[src/rtl/addsub_pipe_if.sv]
// Operand/result handshake bundle for addsub_pipe.
// The master drives operands and out_ready; the slave returns results and in_ready.
interface addsub_pipe_if #(
    parameter int WIDTH = 8
);
    logic [WIDTH-1:0] in1;
    logic [WIDTH-1:0] in2;
    logic             op;
    logic             sgn;
    logic             in_valid;
    logic             in_ready;
    logic [WIDTH-1:0] out;
    logic             carry;
    logic             ovf;
    logic             out_valid;
    logic             out_ready;

    modport master (
        output in1, in2, op, sgn, in_valid, out_ready,
        input  in_ready, out, carry, ovf, out_valid
    );

    modport slave (
        input  in1, in2, op, sgn, in_valid, out_ready,
        output in_ready, out, carry, ovf, out_valid
    );
endinterface

[src/rtl/addsub_pipe.sv]
// Two-stage add/subtract pipeline with signed/unsigned flags, optional saturation,
// a whole-pipe stall on output backpressure and a delivered-result counter.
module addsub_pipe #(
    parameter int WIDTH = 8,
    parameter int SAT   = 0,
    parameter int CNT_W = 16
) (
    input  logic             clk,
    input  logic             rst,
    addsub_pipe_if.slave     bus,
    output logic [CNT_W-1:0] txn_count
);
    localparam logic [WIDTH-1:0] SMAX = {1'b0, {(WIDTH-1){1'b1}}};
    localparam logic [WIDTH-1:0] SMIN = {1'b1, {(WIDTH-1){1'b0}}};

    logic [WIDTH-1:0] a_q;
    logic [WIDTH-1:0] b_q;
    logic             op_q;
    logic             sgn_q;
    logic             v1;

    logic             stall;
    logic [WIDTH:0]   res;
    logic             sovf;
    logic             c_n;
    logic             o_n;
    logic [WIDTH-1:0] r_n;

    assign stall        = bus.out_valid & ~bus.out_ready;
    assign bus.in_ready = ~stall;

    always_comb begin
        res  = op_q ? ({1'b0, a_q} - {1'b0, b_q}) : ({1'b0, a_q} + {1'b0, b_q});
        c_n  = res[WIDTH];
        sovf = op_q ? ((a_q[WIDTH-1] != b_q[WIDTH-1]) && (res[WIDTH-1] != a_q[WIDTH-1]))
                    : ((a_q[WIDTH-1] == b_q[WIDTH-1]) && (res[WIDTH-1] != a_q[WIDTH-1]));
        o_n  = sgn_q ? sovf : c_n;
        r_n  = res[WIDTH-1:0];
        // On signed overflow the true result always carries the sign of in1.
        if ((SAT != 0) && o_n) begin
            if (sgn_q)
                r_n = a_q[WIDTH-1] ? SMIN : SMAX;
            else
                r_n = op_q ? '0 : '1;
        end
    end

    always_ff @(posedge clk) begin
        if (!rst) begin
            a_q           <= '0;
            b_q           <= '0;
            op_q          <= 1'b0;
            sgn_q         <= 1'b0;
            v1            <= 1'b0;
            bus.out       <= '0;
            bus.carry     <= 1'b0;
            bus.ovf       <= 1'b0;
            bus.out_valid <= 1'b0;
            txn_count     <= '0;
        end else begin
            if (bus.out_valid && bus.out_ready)
                txn_count <= txn_count + 1'b1;
            if (!stall) begin
                v1 <= bus.in_valid;
                if (bus.in_valid) begin
                    a_q   <= bus.in1;
                    b_q   <= bus.in2;
                    op_q  <= bus.op;
                    sgn_q <= bus.sgn;
                end
                bus.out_valid <= v1;
                if (v1) begin
                    bus.out   <= r_n;
                    bus.carry <= c_n;
                    bus.ovf   <= o_n;
                end
            end
        end
    end
endmodule

[src/flat_wrapper.sv]
// flat-port wrapper written by rule: the top's interface ports become plain ports
module addsub_pipe_flat 
#(
    parameter int WIDTH = 8,
    parameter int SAT   = 0,
    parameter int CNT_W = 16
)
  (clk, rst, txn_count, bus_in1, bus_in2, bus_op, bus_sgn, bus_in_valid, bus_out_ready, bus_in_ready, bus_out, bus_carry, bus_ovf, bus_out_valid);
  addsub_pipe_if #(.WIDTH(WIDTH)) bus_i ();
  input  logic clk;
  input  logic rst;
  output logic [CNT_W-1:0] txn_count;
  input wire logic [$bits(bus_i.in1)-1:0] bus_in1;
  input wire logic [$bits(bus_i.in2)-1:0] bus_in2;
  input wire logic [$bits(bus_i.op)-1:0] bus_op;
  input wire logic [$bits(bus_i.sgn)-1:0] bus_sgn;
  input wire logic [$bits(bus_i.in_valid)-1:0] bus_in_valid;
  input wire logic [$bits(bus_i.out_ready)-1:0] bus_out_ready;
  output wire logic [$bits(bus_i.in_ready)-1:0] bus_in_ready;
  output wire logic [$bits(bus_i.out)-1:0] bus_out;
  output wire logic [$bits(bus_i.carry)-1:0] bus_carry;
  output wire logic [$bits(bus_i.ovf)-1:0] bus_ovf;
  output wire logic [$bits(bus_i.out_valid)-1:0] bus_out_valid;
  assign bus_i.in1 = bus_in1;
  assign bus_i.in2 = bus_in2;
  assign bus_i.op = bus_op;
  assign bus_i.sgn = bus_sgn;
  assign bus_i.in_valid = bus_in_valid;
  assign bus_i.out_ready = bus_out_ready;
  assign bus_in_ready = bus_i.in_ready;
  assign bus_out = bus_i.out;
  assign bus_carry = bus_i.carry;
  assign bus_ovf = bus_i.ovf;
  assign bus_out_valid = bus_i.out_valid;
  addsub_pipe #(.WIDTH(WIDTH), .SAT(SAT), .CNT_W(CNT_W)) u_core (.clk(clk), .rst(rst), .bus(bus_i), .txn_count(txn_count));
endmodule
[config.mk]
export PLATFORM = sky130hd
export DESIGN_NAME = addsub_pipe_flat
export DESIGN_NICKNAME = d
export VERILOG_FILES = /design/src/rtl/addsub_pipe_if.sv /design/src/rtl/addsub_pipe.sv /design/src/flat_wrapper.sv
export SDC_FILE = /design/constraint.sdc
export NUM_CORES = 1
export LEC_CHECK = 0
export BUFFER_PORTS_ARGS = -buffer_cell sky130_fd_sc_hd__buf_4
export CAP_MARGIN = 20
export CORE_MARGIN = 1
export CORE_UTILIZATION = 53
export DETAILED_ROUTE_END_ITERATION = 16
export MAX_ROUTING_LAYER = met4
export PLACE_DENSITY = 0.78
export REMOVE_ABC_BUFFERS = 1
export SYNTH_ARGS = -nofsm -noshare
export SYNTH_HDL_FRONTEND = slang
export SYNTH_SLANG_ARGS = --single-unit
[constraint.sdc]
create_clock -name clk -period 3.4 [get_ports clk]
set_input_delay 0.68 -clock clk [delete_from_list [all_inputs] [get_ports clk]]
set_output_delay 0.68 -clock clk [all_outputs]
set_load 0.05 [all_outputs]
-- Word-level counts from Yosys, hierarchy flattened
Index checks and enable logic that the tools add are counted.
- register bits: 46
- input bits: 22
- output and inout bits: 28
- logic and storage cells: 27
- $add $sub $neg: 3
- eq/ne operators: 3
- multiplexer cells: 3
- bitwise gates (word level): 3
- reductions and logical operators: 5
- operators with widths (kind ; count):
    $add 16x1->16 const B ; 1
    $add 8x8->9 ; 1
    $mux 9 ; 1
    $sub 8x8->9 ; 1
    $reduce_and 2->1 ; 2
    $logic_and 1x1->1 ; 3
    $mux 1 ; 2
    $ne 1x1->1 ; 2
    $not 1->1 ; 2
    $and 1x1->1 ; 1
    $eq 1x1->1 ; 1

-- Longest topological paths before layout
Gate-level depths: netlist (run 1).
- word-level depth: 6
- mapped depth: 12
- depth with buffers taken out: 12

-- Least setup slack after synthesis (run 1)
No wires, ideal clock.
- kind: flip-flop to flip-flop
- start point: reg u_core.b_q[2]
- end point: reg u_core.bus.ovf
- library setup time: 0.133 ns
- arrival time: 2.396 ns
- data required time: 3.267 ns
- path slack: 0.871 ns
- stages on the path, launching flop included: 11
- path buffers: 0
- clock period less this slack: 2.529 ns
- cells stage by stage: dfxtp_1 > or3_1 > nor3b_1 > nor2_1 > xnor2_1 > ha_1 > a21oi_1 > o21ai_0 > a311oi_2 > mux2i_1 > o221ai_1
- cells in the longest elaborated chain, start to end: 6
- elaborated cells on any way between the ends: 8
- classes of those cells: add/sub (2); eq/ne (1); mux (3); reduce/logical (2)
- ends and longest elaborated chain (element ; line ; source):
    from (decl) ; addsub_pipe.sv:17 ; logic [WIDTH-1:0] b_q;
    from (signal assigned) ; addsub_pipe.sv:67 ; b_q <= bus.in2;
    $add 8x8->9 or $sub 8x8->9 (tied branches) ; addsub_pipe.sv:33 ; res = op_q ? ({1'b0, a_q} - {1'b0, b_q}) : ({1'b0, a_q} + {1'b0, b_q});
    $mux 9 * ; addsub_pipe.sv:33 ;
    $ne 1x1->1 ; addsub_pipe.sv:35, addsub_pipe.sv:36 ;
    $logic_and 1x1->1, on equally long branches ; addsub_pipe.sv:36, addsub_pipe.sv:35 ;
    $mux 1 ; addsub_pipe.sv:35 ; sovf = op_q ? ((a_q[WIDTH-1] != b_q[WIDTH-1]) && (res[WIDTH-1] != a_q[WIDTH-1]))
    $mux 1 * ; addsub_pipe.sv:37 ; o_n = sgn_q ? sovf : c_n;
    to (signal assigned) ; addsub_pipe.sv:75 ; bus.ovf <= o_n;
    to (decl) ; addsub_pipe_if.sv:25 ; output in_ready, out, carry, ovf, out_valid
Mark *: on every way between the ends. The rest lies on a longest branch, timed or not.
A chain may end at the register's enable or synchronous reset.

-- Worst setup path in the final report (run 1)
Ends and elaborated chain as after synthesis.

==> metrics.txt, run 1 <==
Yosys reg bits=46; Max FO, Critical Path=5; CP required=about 3.6 ns; crit path cell chain=or3_1, nor3b_1, nor2_1, xnor2_1, ha_1, a21oi_1, o21ai_0, a311oi_2, mux2i_1, o221ai_1; CTS buffer count=5; Post-synth EDFFs=0; Initial Utilization=55.52%; global-route wire length before repair=7210 um; critical path capture point type=register; final core occ=around 68%; Detail Placement HPWL=3226 um; wirelength, routed=around 4300 um; Worst slew margin=50.73%; Final #Nets=356; Finished Cell Area=about 0.0027 mm^2; Hold WC Path Type=register to register; DP Cell Count=roughly 370; final worst slack=0.6794 ns; yosys warns=0; P_leak=0.001139 uW; ys async rst share=0%; drc violations=0; Post-DP Area=0.002611 mm^2; commonest non-fill, non-tap cell in the layout=nand2_1; TritonCTS Sinks=46; hold-fix buffers at CTS=0; port bufs=49; period utilisation layout=80.02%; Overall Global Routing Usage=between 20% and 30%; worst slew pin tran=0.7380 ns; DR vias=1942; status=complete, no violations; core area=0.004000 mm^2; final setup fails=0; mapped cell area=0.002221 mm^2; Avg Vias per Cell=5.193; Routed wire per std cell=between 10 and 15 um; Final ANT Viol Nets=0; crit path time final=roughly 2.7 ns; synth unique cells=33; worst-case vdd ir drop=between 0.3 and 0.4 mV; Clock Path Buffers=2; setup TNS=0 ns; Die H=66.73 um; worst setup path category=register to register; Rows=23; Post-Syn Area per Cell=8.018 um^2; commonest cells after routing, fill and taps aside=nand2_1, buf_4, dfxtp_1; layout cells sized above 1=between 10% and 20%; area delta synth->final=22.54%; post-CTS resize count=0; Starting DRT DRC Count=86; slowest CP cell=or3_1; DIE AREA=0.004453 mm^2; Crit path largest cell delay=0.39 ns; Post-Synthesis Cells=277; # IOs=50; chip width=66.73 um; vias in the first global route=roughly 1600; TritonRoute pass-1 iters=4; Clock Latency Late Sink=0.29 ns; power density over the cells=around 480 mW/mm^2; Seq/Total Area, Yosys=between 40 and 50%; setup repair after global routing missed its margin=false; Synth Flop Type=dfxtp_1; CTS tree=done; Root Driver=clkbuf_8; non-filler cells, final=374; skew final=0.004949 ns; Worst Path Arrival=2.90 ns; RePlAce Congestion=around 0.86; GR Overflow Total=0; # fillers=~350; final hold violations=0; Worst-path clk slew=0.08 ns; startpoint types=register; FMAX=367.6 MHz; Post-CTS Setup Repair Bufs=0; Max Cap Viol=0; H-tree depth=2; ANT cells=0; Slew Viols, Final=0; largest net degree at the start of global routing=46; antenna violations before repair=0; dpl ws=a little under 0.7 ns
==> metal layers <==
metal,share of wire [%],track usage [%],routed length [um],up-vias
li1,-,-,-,1023
met1,48,28.66,2089,873
met2,46,33.21,1988,41
met3,4.7,5.651,206,5
met4,1.2,7.181,53,0
met5,0,-,0,-
==> critical path: cells and delay by family (launching register included) <==
| kind | cells | cell delay (ns) |
|---|---|---|
| AO/OA/AOI/OAI | 4 | 0.77 |
| XOR/XNOR | 1 | 0.14 |
| AND/OR/NAND/NOR | 3 | 0.78 |
| flip-flops | 1 | 0.35 |
| multiplexers | 1 | 0.22 |
| adder cells (fa/ha/maj) | 1 | 0.34 |
==> area by class of cell <==
cell class                      instances  area, um^2  area share [%]
Tap cell                               50       62.56           2.299
Sequential cell                        46       920.9           33.84
Timing Repair Buffer                   49       367.9           13.52
Multi-Input combinational cell        214        1234           45.33
Clock buffer                            8       110.1           4.046
Inverter                                7       26.28          0.9655
==> path summary, 6_finish.rpt <==
| path | from | to | slack [ns] | depth (start not counted) |
|---|---|---|---|---|
| setup / recovery | u_core.b_q[2]$_SDFFE_PN0P_ | u_core.bus.ovf$_SDFFE_PN0P_ | 0.68 | 10 |
| hold / removal | u_core.bus.out[6]$_SDFFE_PN0P_ | u_core.bus.out[6]$_SDFFE_PN0P_ | 0.47 | 2 |
| setup reg to reg | u_core.b_q[2]$_SDFFE_PN0P_ | u_core.bus.ovf$_SDFFE_PN0P_ | 0.68 | 10 |
| hold reg to reg | u_core.bus.out[6]$_SDFFE_PN0P_ | u_core.bus.out[6]$_SDFFE_PN0P_ | 0.47 | 2 |
==> cells in the mapped netlist (2+ instances only) <==
library cell / count / area (um^2)
a211oi_1: 5 / 37.54
xor2_1: 12 / 105.1
a21oi_1: 37 / 185.2
and3_1: 4 / 25.02
mux2i_1: 2 / 20.02
dfxtp_1: 46 / 920.9
inv_1: 6 / 22.52
o21ai_0: 6 / 30.03
nand3_1: 3 / 15.01
and2_1: 4 / 25.02
xnor2_1: 12 / 105.1
nand4_1: 5 / 31.28
nand2b_1: 4 / 25.02
buf_2: 2 / 10.01
ha_1: 10 / 125.1
nor3_1: 4 / 20.02
nor2_1: 28 / 105.1
or3_1: 6 / 37.54
clkbuf_1: 8 / 30.03
nand2_1: 60 / 225.2
==> stage by stage <==
stage | total power, uW | hold WS, ns
5_1_grt | 1368 | 0.4860
6_report | 1298 | 0.4651
4_1_cts | 1309 | 0.4664
3_3_place_gp | 925.0 | 0.4410
3_5_place_dp | 930.4 | 0.4565
2_1_floorplan | 847.3 | 0.4363
==> logic make-up after synthesis <==
| kind of cell | after synthesis | share of synthesized area [%] |
|---|---|---|
| AOI/OAI and AO/OA | 54 | 14.08 |
| xor gates and xnor gates | 24 | 9.465 |
| adders and majority gates | 11 | 6.535 |
| buffers and inverters | 17 | 2.986 |
| DFF | 46 | 41.46 |
| muxes | 2 | 0.9014 |
| and+or+nand+nor | 123 | 24.56 |
==> registers in the layout, indices dropped and copies added (netlist names) <==
register	flops
u_core.b_q	8
u_core.bus.out	8
u_core.bus.ovf	1
u_core.bus.carry	1
u_core.txn_count	16
u_core.sgn_q	1
u_core.op_q	1
u_core.v1	1
u_core.bus.out_valid	1
u_core.a_q	8
==> power by group <==
| part | switching, uW | internal, uW |
|---|---|---|
| sequential | 21.6 | 566 |
| clock | 175 | 205 |
| combinational | 190 | 140 |
Note: power is estimated with default switching activity, not from simulation.
==> run 2, diff against run 1 <==
ABC_AREA = 1   (was default)
CORE_UTILIZATION = 49   (was 53)
PLACE_DENSITY = 0.76   (was 0.78)
clock period = 2.4 ns   (was 3.4 ns; I/O delays follow)
==> run 2 against run 1 <==
Combinational power rose by 63%. Critical path depth rose by 7. Worst setup slack got worse by 0.59 ns. Sequential power rose by 44%. Global-route usage fell by 1.2 points. Via count rose by 13%. Clock power rose by 21%. Highest routed layer unchanged. Critical endpoint unchanged. Cell count rose by 16%.
==> metrics.txt, run 2 <==
RePlAce Congestion=0.9372 (was 0.8609); Finished Cell Area=0.002928 mm^2 (was 0.002721 mm^2); GR Overflow Total=0 (unchanged); cell taking the most area after synthesis=dfxtp_1 (unchanged); Post-Syn Area per Cell=7.130 um^2 (was 8.018 um^2); ys async rst share=0% (unchanged); # IOs=50 (unchanged); crit path from=u_core.b_q[0]$_SDFFE_PN0P_ (was u_core.b_q[2]$_SDFFE_PN0P_); number of cells on the worst reg-to-reg path=17 (was 10); Starting DRT DRC Count=159 (was 86); Worst-path clk slew=0.09 ns (was 0.08 ns); setup TNS=0 ns (unchanged); status=complete, no violations (unchanged); RR Startpoint=u_core.b_q[0]$_SDFFE_PN0P_ (was u_core.b_q[2]$_SDFFE_PN0P_); crit path cell chain=inv_2, ha_4, nand2_2, o31ai_4, xnor2_1, inv_1, ha_4, nand2_1, inv_1, a21oi_1, nand2_1, nand2_2, nand3_1, nand2_1, nor2_1, nor2_1, nor2_1 (was or3_1, nor3b_1, nor2_1, xnor2_1, ha_1, a21oi_1, o21ai_0, a311oi_2, mux2i_1, o221ai_1); final worst slack=0.09341 ns (was 0.6794 ns); crit path time final=2.307 ns (was 2.721 ns); Worst Path Arrival=2.49 ns (was 2.90 ns); dpl ws=-0.006364 ns (was 0.6792 ns); drc violations=0 (unchanged); Seq. cell area=923.4 um^2 (was 920.9 um^2); global-route wire length before repair=8190 um (was 7210 um); commonest cells after routing, fill and taps aside=nor2_1, nand2_1, buf_4 (was nand2_1, buf_4, dfxtp_1); number of flip-flops in the largest register=16 (unchanged); synth top area cells=dfxtp_1, nor2_1, nand2_1 (was dfxtp_1, nand2_1, a21oi_1); synth unique cells=34 (was 33); total power=1845 uW (was 1298 uW); CP required=2.59 ns (was 3.58 ns); core area=0.004504 mm^2 (was 0.004000 mm^2); critical path capture point type=register (unchanged); final hold violations=0 (unchanged); Avg Vias per Cell=5.037 (was 5.193); Root Driver=clkbuf_8 (unchanged); Post-Synthesis Cells=332 (was 277); library cell with the highest instance count after synthesis=nor2_1 (was nand2_1); Rows=24 (was 23); skew final=0.01525 ns (was 0.004949 ns); TritonCTS Sinks=46 (unchanged); setup slack, reg-to-reg=0.09 ns (was 0.68 ns); crit path to=u_core.bus.ovf$_SDFFE_PN0P_ (unchanged); Biggest register=u_core.txn_count (unchanged); Post-synth EDFFs=0 (unchanged); power density over the cells=630.3 mW/mm^2 (was 477.0 mW/mm^2); Final #Nets=414 (was 356); Clock Path Buffers=2 (unchanged); worst slew pin tran=0.4755 ns (was 0.7380 ns); port bufs=49 (unchanged); Max Cap Viol=0 (unchanged); Multi-input gate area=0.001316 mm^2 (was 0.001234 mm^2); Worst slew margin=68.27% (was 50.73%); CTS tree=done (unchanged); slowest CP cell=dfxtp_2 (was or3_1); wirelength, routed=4904 um (was 4337 um); largest net degree at the start of global routing=32 (was 46); share of the synthesized area in the top cell type=38.90% (was 41.46%); Synth Flop Type=dfxtp_1 (unchanged); Crit path largest cell delay=0.34 ns (was 0.39 ns); mapped cell area=0.002367 mm^2 (was 0.002221 mm^2); Overall Global Routing Usage=20.83% (was 22.03%); CTS buffer count=5 (unchanged); Reg-to-Reg End=u_core.bus.ovf$_SDFFE_PN0P_ (unchanged); Yosys reg bits=46 (unchanged); DIE AREA=0.005113 mm^2 (was 0.004453 mm^2); Routed wire per std cell=11.30 um (was 11.60 um); H-tree depth=2 (unchanged); antenna violations before repair=0 (unchanged); startpoint types=register (unchanged); commonest non-fill, non-tap cell in the layout=nor2_1 (was nand2_1); period utilisation layout=96.11% (was 80.02%); TritonRoute pass-1 iters=4 (unchanged); P_leak=0.001399 uW (was 0.001139 uW); area delta synth->final=23.68% (was 22.54%); Initial Utilization=52.56% (was 55.52%); Detail Placement HPWL=3580 um (was 3226 um); Max FO, Critical Path=5 (unchanged); final setup fails=0 (unchanged); Post-DP Area=0.002761 mm^2 (was 0.002611 mm^2); layout cells sized above 1=22.51% (was 18.83%); synth cell count leaders=nor2_1, nand2_1, dfxtp_1, inv_1, o21ai_0 (was nand2_1, dfxtp_1, a21oi_1, nor2_1); # fillers=408 (was 352); Hold WC Path Type=primary input to register (was register to register); Die H=71.51 um (was 66.73 um); chip width=71.51 um (was 66.73 um); Slew Viols, Final=0 (unchanged); DR vias=2186 (was 1942); Seq/Total Area, Yosys=38.90% (was 41.46%); hold-fix buffers at CTS=0 (unchanged); worst setup path category=register to register (unchanged); vias in the first global route=1940 (was 1628); worst-case vdd ir drop=0.5281 mV (was 0.3224 mV); yosys warns=0 (unchanged); Clock Latency Late Sink=0.30 ns (was 0.29 ns); FMAX=433.5 MHz (was 367.6 MHz); Final ANT Viol Nets=0 (unchanged); ANT cells=0 (unchanged)
-- run 2: cell count changes after synthesis, sizes merged, moves of 6 or more --
cell   change
inv       +34
xnor2      -8
or3        -6
o21ai     +28
a21oi     -13
nor2      +37
-- run 2: cells by family after synthesis --
| logic type | synth area share (%) |
|---|---|
| compound gates | 14.64 |
| xor+xnor | 4.810 |
| fa+ha+maj | 6.131 |
| buf+inv | 8.456 |
| flops | 38.90 |
| simple gates | 27.06 |
-- run 2: area by class of cell --
class	count	share of cell area, %
Multi-Input combinational cell	236	44.96
Sequential cell	46	31.54
Timing Repair Buffer	51	13.08
Inverter	41	5.256
Clock buffer	6	2.479
Tap cell	52	2.222
Clock inverter	2	0.4701
-- run 2: layer usage --
metal	GRT usage [%]	routed length, um	vias up
li1	-	-	1160
met1	26.02	2334	963
met2	33.65	2303	50
met3	2.954	173	13
met4	9.368	91	0
met5	-	0	-
-- run 2: where the power goes --
part           leakage (uW)  internal [uW]  switching, uW  total, uW
Clock             0.0000452            206            256        461
Combinational      0.000976            214            325        539
Sequential         0.000378            807           38.5        845
Total               0.00140           1230            619       1850
-- run 2: metrics by stage --
step	util, %	hold slack, ns	std cells
after detailed placement	61.31	0.4658	425
after floorplan	-	0.4325	323
final	65.00	0.4273	434
after CTS	63.61	0.4223	433
after global placement	61.31	0.4565	425
after global routing	65.00	0.4434	434
-- run 2: worst max-delay path, delay by kind of cell (launching register included) --
kind	cells	cell delay, ns
DFF	1	0.34
xor gates and xnor gates	1	0.14
and+or+nand+nor	9	0.68
buffers and inverters	3	0.22
AOI/OAI and AO/OA	2	0.43
adders and majority gates	2	0.38
-- run 2: how the worst min path moves through the flow --
stage / cells after the start / endpoint / slack, ns / from
finish: 3 / u_core.b_q[6]$_SDFFE_PN0P_ / 0.43 / bus_in2[6]
global route: 3 / u_core.b_q[2]$_SDFFE_PN0P_ / 0.44 / bus_in2[2]
CTS: 3 / u_core.b_q[5]$_SDFFE_PN0P_ / 0.42 / bus_in2[5]
detailed placement: 2 / u_core.a_q[0]$_SDFFE_PN0P_ / 0.47 / u_core.a_q[0]$_SDFFE_PN0P_
global placement: 2 / u_core.bus.carry$_SDFFE_PN0P_ / 0.46 / u_core.bus.carry$_SDFFE_PN0P_
floorplan: 2 / u_core.a_q[0]$_SDFFE_PN0P_ / 0.43 / u_core.a_q[0]$_SDFFE_PN0P_
-- run 2: repair_timing --
item | CTS | global route
setup buffers | 0 | 1
gates resized for setup | 2 | 14
endpoints found under the setup margin | 1 | 4
pin swaps | 0 | 4
==> run 3, diff against run 2 <==
CELL_PAD_IN_SITES_DETAIL_PLACEMENT = 1   (was default)
CELL_PAD_IN_SITES_GLOBAL_PLACEMENT = 2   (was default)
CORE_UTILIZATION = 28   (was 49)
CTS_BUF_LIST = sky130_fd_sc_hd__clkbuf_8   (was default)
PLACE_DENSITY = default   (was 0.76)
PLACE_DENSITY_LB_ADDON = 0.1   (was default)
==> run 3 against run 2 <==
Sequential share of layout area is 1.8 points lower. Worst setup slack better by 0.046 ns. Cell area is 6.5% higher. Largest cell class unchanged. Highest routed layer unchanged.
==> metrics.txt, run 3 (same netlist as run 2, synthesis figures left out) <==
status=complete, no violations (unchanged); # fillers=1023 (was 408); wirelength, routed=6058 um (was 4904 um); Clock Latency Late Sink=0.31 ns (was 0.30 ns); core area=0.008217 mm^2 (was 0.004504 mm^2); Root Driver=clkbuf_8 (unchanged); vias in the first global route=2036 (was 1940); Worst-path clk slew=0.09 ns (about the same); largest net degree at the start of global routing=32 (unchanged); Max FO, Critical Path=5 (unchanged); final hold violations=0 (unchanged); Detail Placement HPWL=4451 um (was 3580 um); Avg Vias per Cell=4.480 (was 5.037); DIE AREA=0.008827 mm^2 (was 0.005113 mm^2); most used cell, CP=nand2_2; CP required=2.58 ns (was 2.59 ns); Worst Path Arrival=2.44 ns (was 2.49 ns); crit path time final=2.261 ns (was 2.307 ns); total power=1967 uW (was 1845 uW); number of flip-flops in the largest register=16 (unchanged); final setup fails=0 (unchanged); port bufs=49 (unchanged); CTS tree=done (unchanged); # IOs=50 (unchanged); TritonRoute pass-1 iters=4 (unchanged); Final #Nets=419 (was 414); slowest CP cell=dfxtp_2 (unchanged); crit path cell chain=inv_2, ha_4, nand2_4, o31ai_4, xnor2_1, inv_1, ha_4, nand2_2, nand2_2, a21oi_4, nand2_2, nand2_2, nand3_2, nand2_1, nor2_1, nor2_1, nor2_1 (was inv_2, ha_4, nand2_2, o31ai_4, xnor2_1, inv_1, ha_4, nand2_1, inv_1, a21oi_1, nand2_1, nand2_2, nand3_1, nand2_1, nor2_1, nor2_1, nor2_1); layout cells sized above 1=26.87% (was 22.51%); P_leak=0.001445 uW (was 0.001399 uW); Initial Utilization=28.81% (was 52.56%); DR vias=2204 (was 2186); Clock Path Buffers=2 (unchanged); final worst slack=0.1392 ns (was 0.09341 ns); global-route wire length before repair=9846 um (was 8190 um); Die H=93.95 um (was 71.51 um); Buf/Inv on CP=2 (was 3); Routed wire per std cell=12.31 um (was 11.30 um); Hold WC Path Type=primary input to register (unchanged); ANT cells=0 (unchanged); Max Cap Viol=0 (unchanged); RePlAce Congestion=0.8024 (was 0.9372); Slew Viols, Final=0 (unchanged); Biggest register=u_core.txn_count (unchanged); commonest cells after routing, fill and taps aside=nor2_1, buf_4, nand2_1 (was nor2_1, nand2_1, buf_4); worst slew pin tran=0.5414 ns (was 0.4755 ns); startpoint types=register (unchanged); Starting DRT DRC Count=57 (was 159); period utilisation layout=94.20% (was 96.11%); drc violations=0 (unchanged); commonest non-fill, non-tap cell in the layout=nor2_1 (unchanged); CTS buffer count=5 (unchanged); GR Overflow Total=0 (unchanged); Rows=33 (was 24); FMAX=442.3 MHz (was 433.5 MHz); worst-case vdd ir drop=0.2199 mV (was 0.5281 mV); Hold WS=0.4245 ns (was 0.4273 ns); power density over the cells=630.8 mW/mm^2 (was 630.3 mW/mm^2); H-tree depth=2 (unchanged); worst setup path category=register to register (unchanged); setup TNS=0 ns (unchanged); skew final=0.01210 ns (was 0.01525 ns); Crit path max-delay family=simple AND/OR/NAND/NOR gates (unchanged); area delta synth->final=31.71% (was 23.68%); Post-DP Area=0.002858 mm^2 (was 0.002761 mm^2); critical path capture point type=register (unchanged); setup repair after global routing missed its margin=true; Finished Cell Area=0.003118 mm^2 (was 0.002928 mm^2); TritonCTS Sinks=46 (unchanged); chip width=93.95 um (was 71.51 um); dpl ws=-0.06745 ns (was -0.006364 ns); Crit path largest cell delay=0.35 ns (was 0.34 ns); Worst slew margin=63.87% (was 68.27%); antenna violations before repair=0 (unchanged); Overall Global Routing Usage=14.65% (was 20.83%); Final ANT Viol Nets=0 (unchanged)
run 3: timing repair:
action / CTS / global route
gates resized for setup: 4 / 37
hold buffers: 0 / 0
buffers inserted: 0 / 2
pin swaps: 0 / 17
setup endpoints to repair: 1 / 4
run 3: path summary, 6_finish.rpt:
path	from	to	slack, ns	depth (start not counted)
max	u_core.b_q[1]$_SDFFE_PN0P_	u_core.bus.ovf$_SDFFE_PN0P_	0.14	17
min	bus_in2[5]	u_core.b_q[5]$_SDFFE_PN0P_	0.42	3
min reg2reg	u_core.a_q[0]$_SDFFE_PN0P_	u_core.a_q[0]$_SDFFE_PN0P_	0.48	2
max reg2reg	u_core.b_q[1]$_SDFFE_PN0P_	u_core.bus.ovf$_SDFFE_PN0P_	0.14	17
run 3: report_power, final:
part,internal [uW],switching (uW),total (uW)
clock,202,284,486
sequential,806,38.0,844
combinational,259,377,636
run 3: area by class of cell:
cell class                 instances  area (um^2)  share of cell area (%)
multi-input combinational        236         1398                   44.82
tap                              105        131.4                   4.213
timing repair buffer              56        420.4                   13.48
clock inverter                     3        17.52                  0.5618
sequential                        46        925.9                   29.70
clock buffer                       5        68.82                   2.207
inverter                          41        156.4                   5.016
run 3: tightest hold or removal path, delay by kind of cell:
kind,cells,cell delay (ns)
AO/OA/AOI/OAI,1,0.07
buffers and inverters,1,0.07
AND/OR/NAND/NOR,1,0.07
run 3: through the flow:
step / std cells / util [%]
2_1_floorplan: 323 / -
3_3_place_gp: 482 / 34.78
3_5_place_dp: 482 / 34.78
4_1_cts: 490 / 36.12
5_1_grt: 492 / 37.95
6_report: 492 / 37.95
run 3: routing by layer:
metal	track usage [%]	wire (um)	vias to the layer above
li1	-	-	1163
met1	20.14	3181	994
met2	21.59	2616	39
met3	2.994	207	8
met4	4.231	52	0
met5	-	0	-
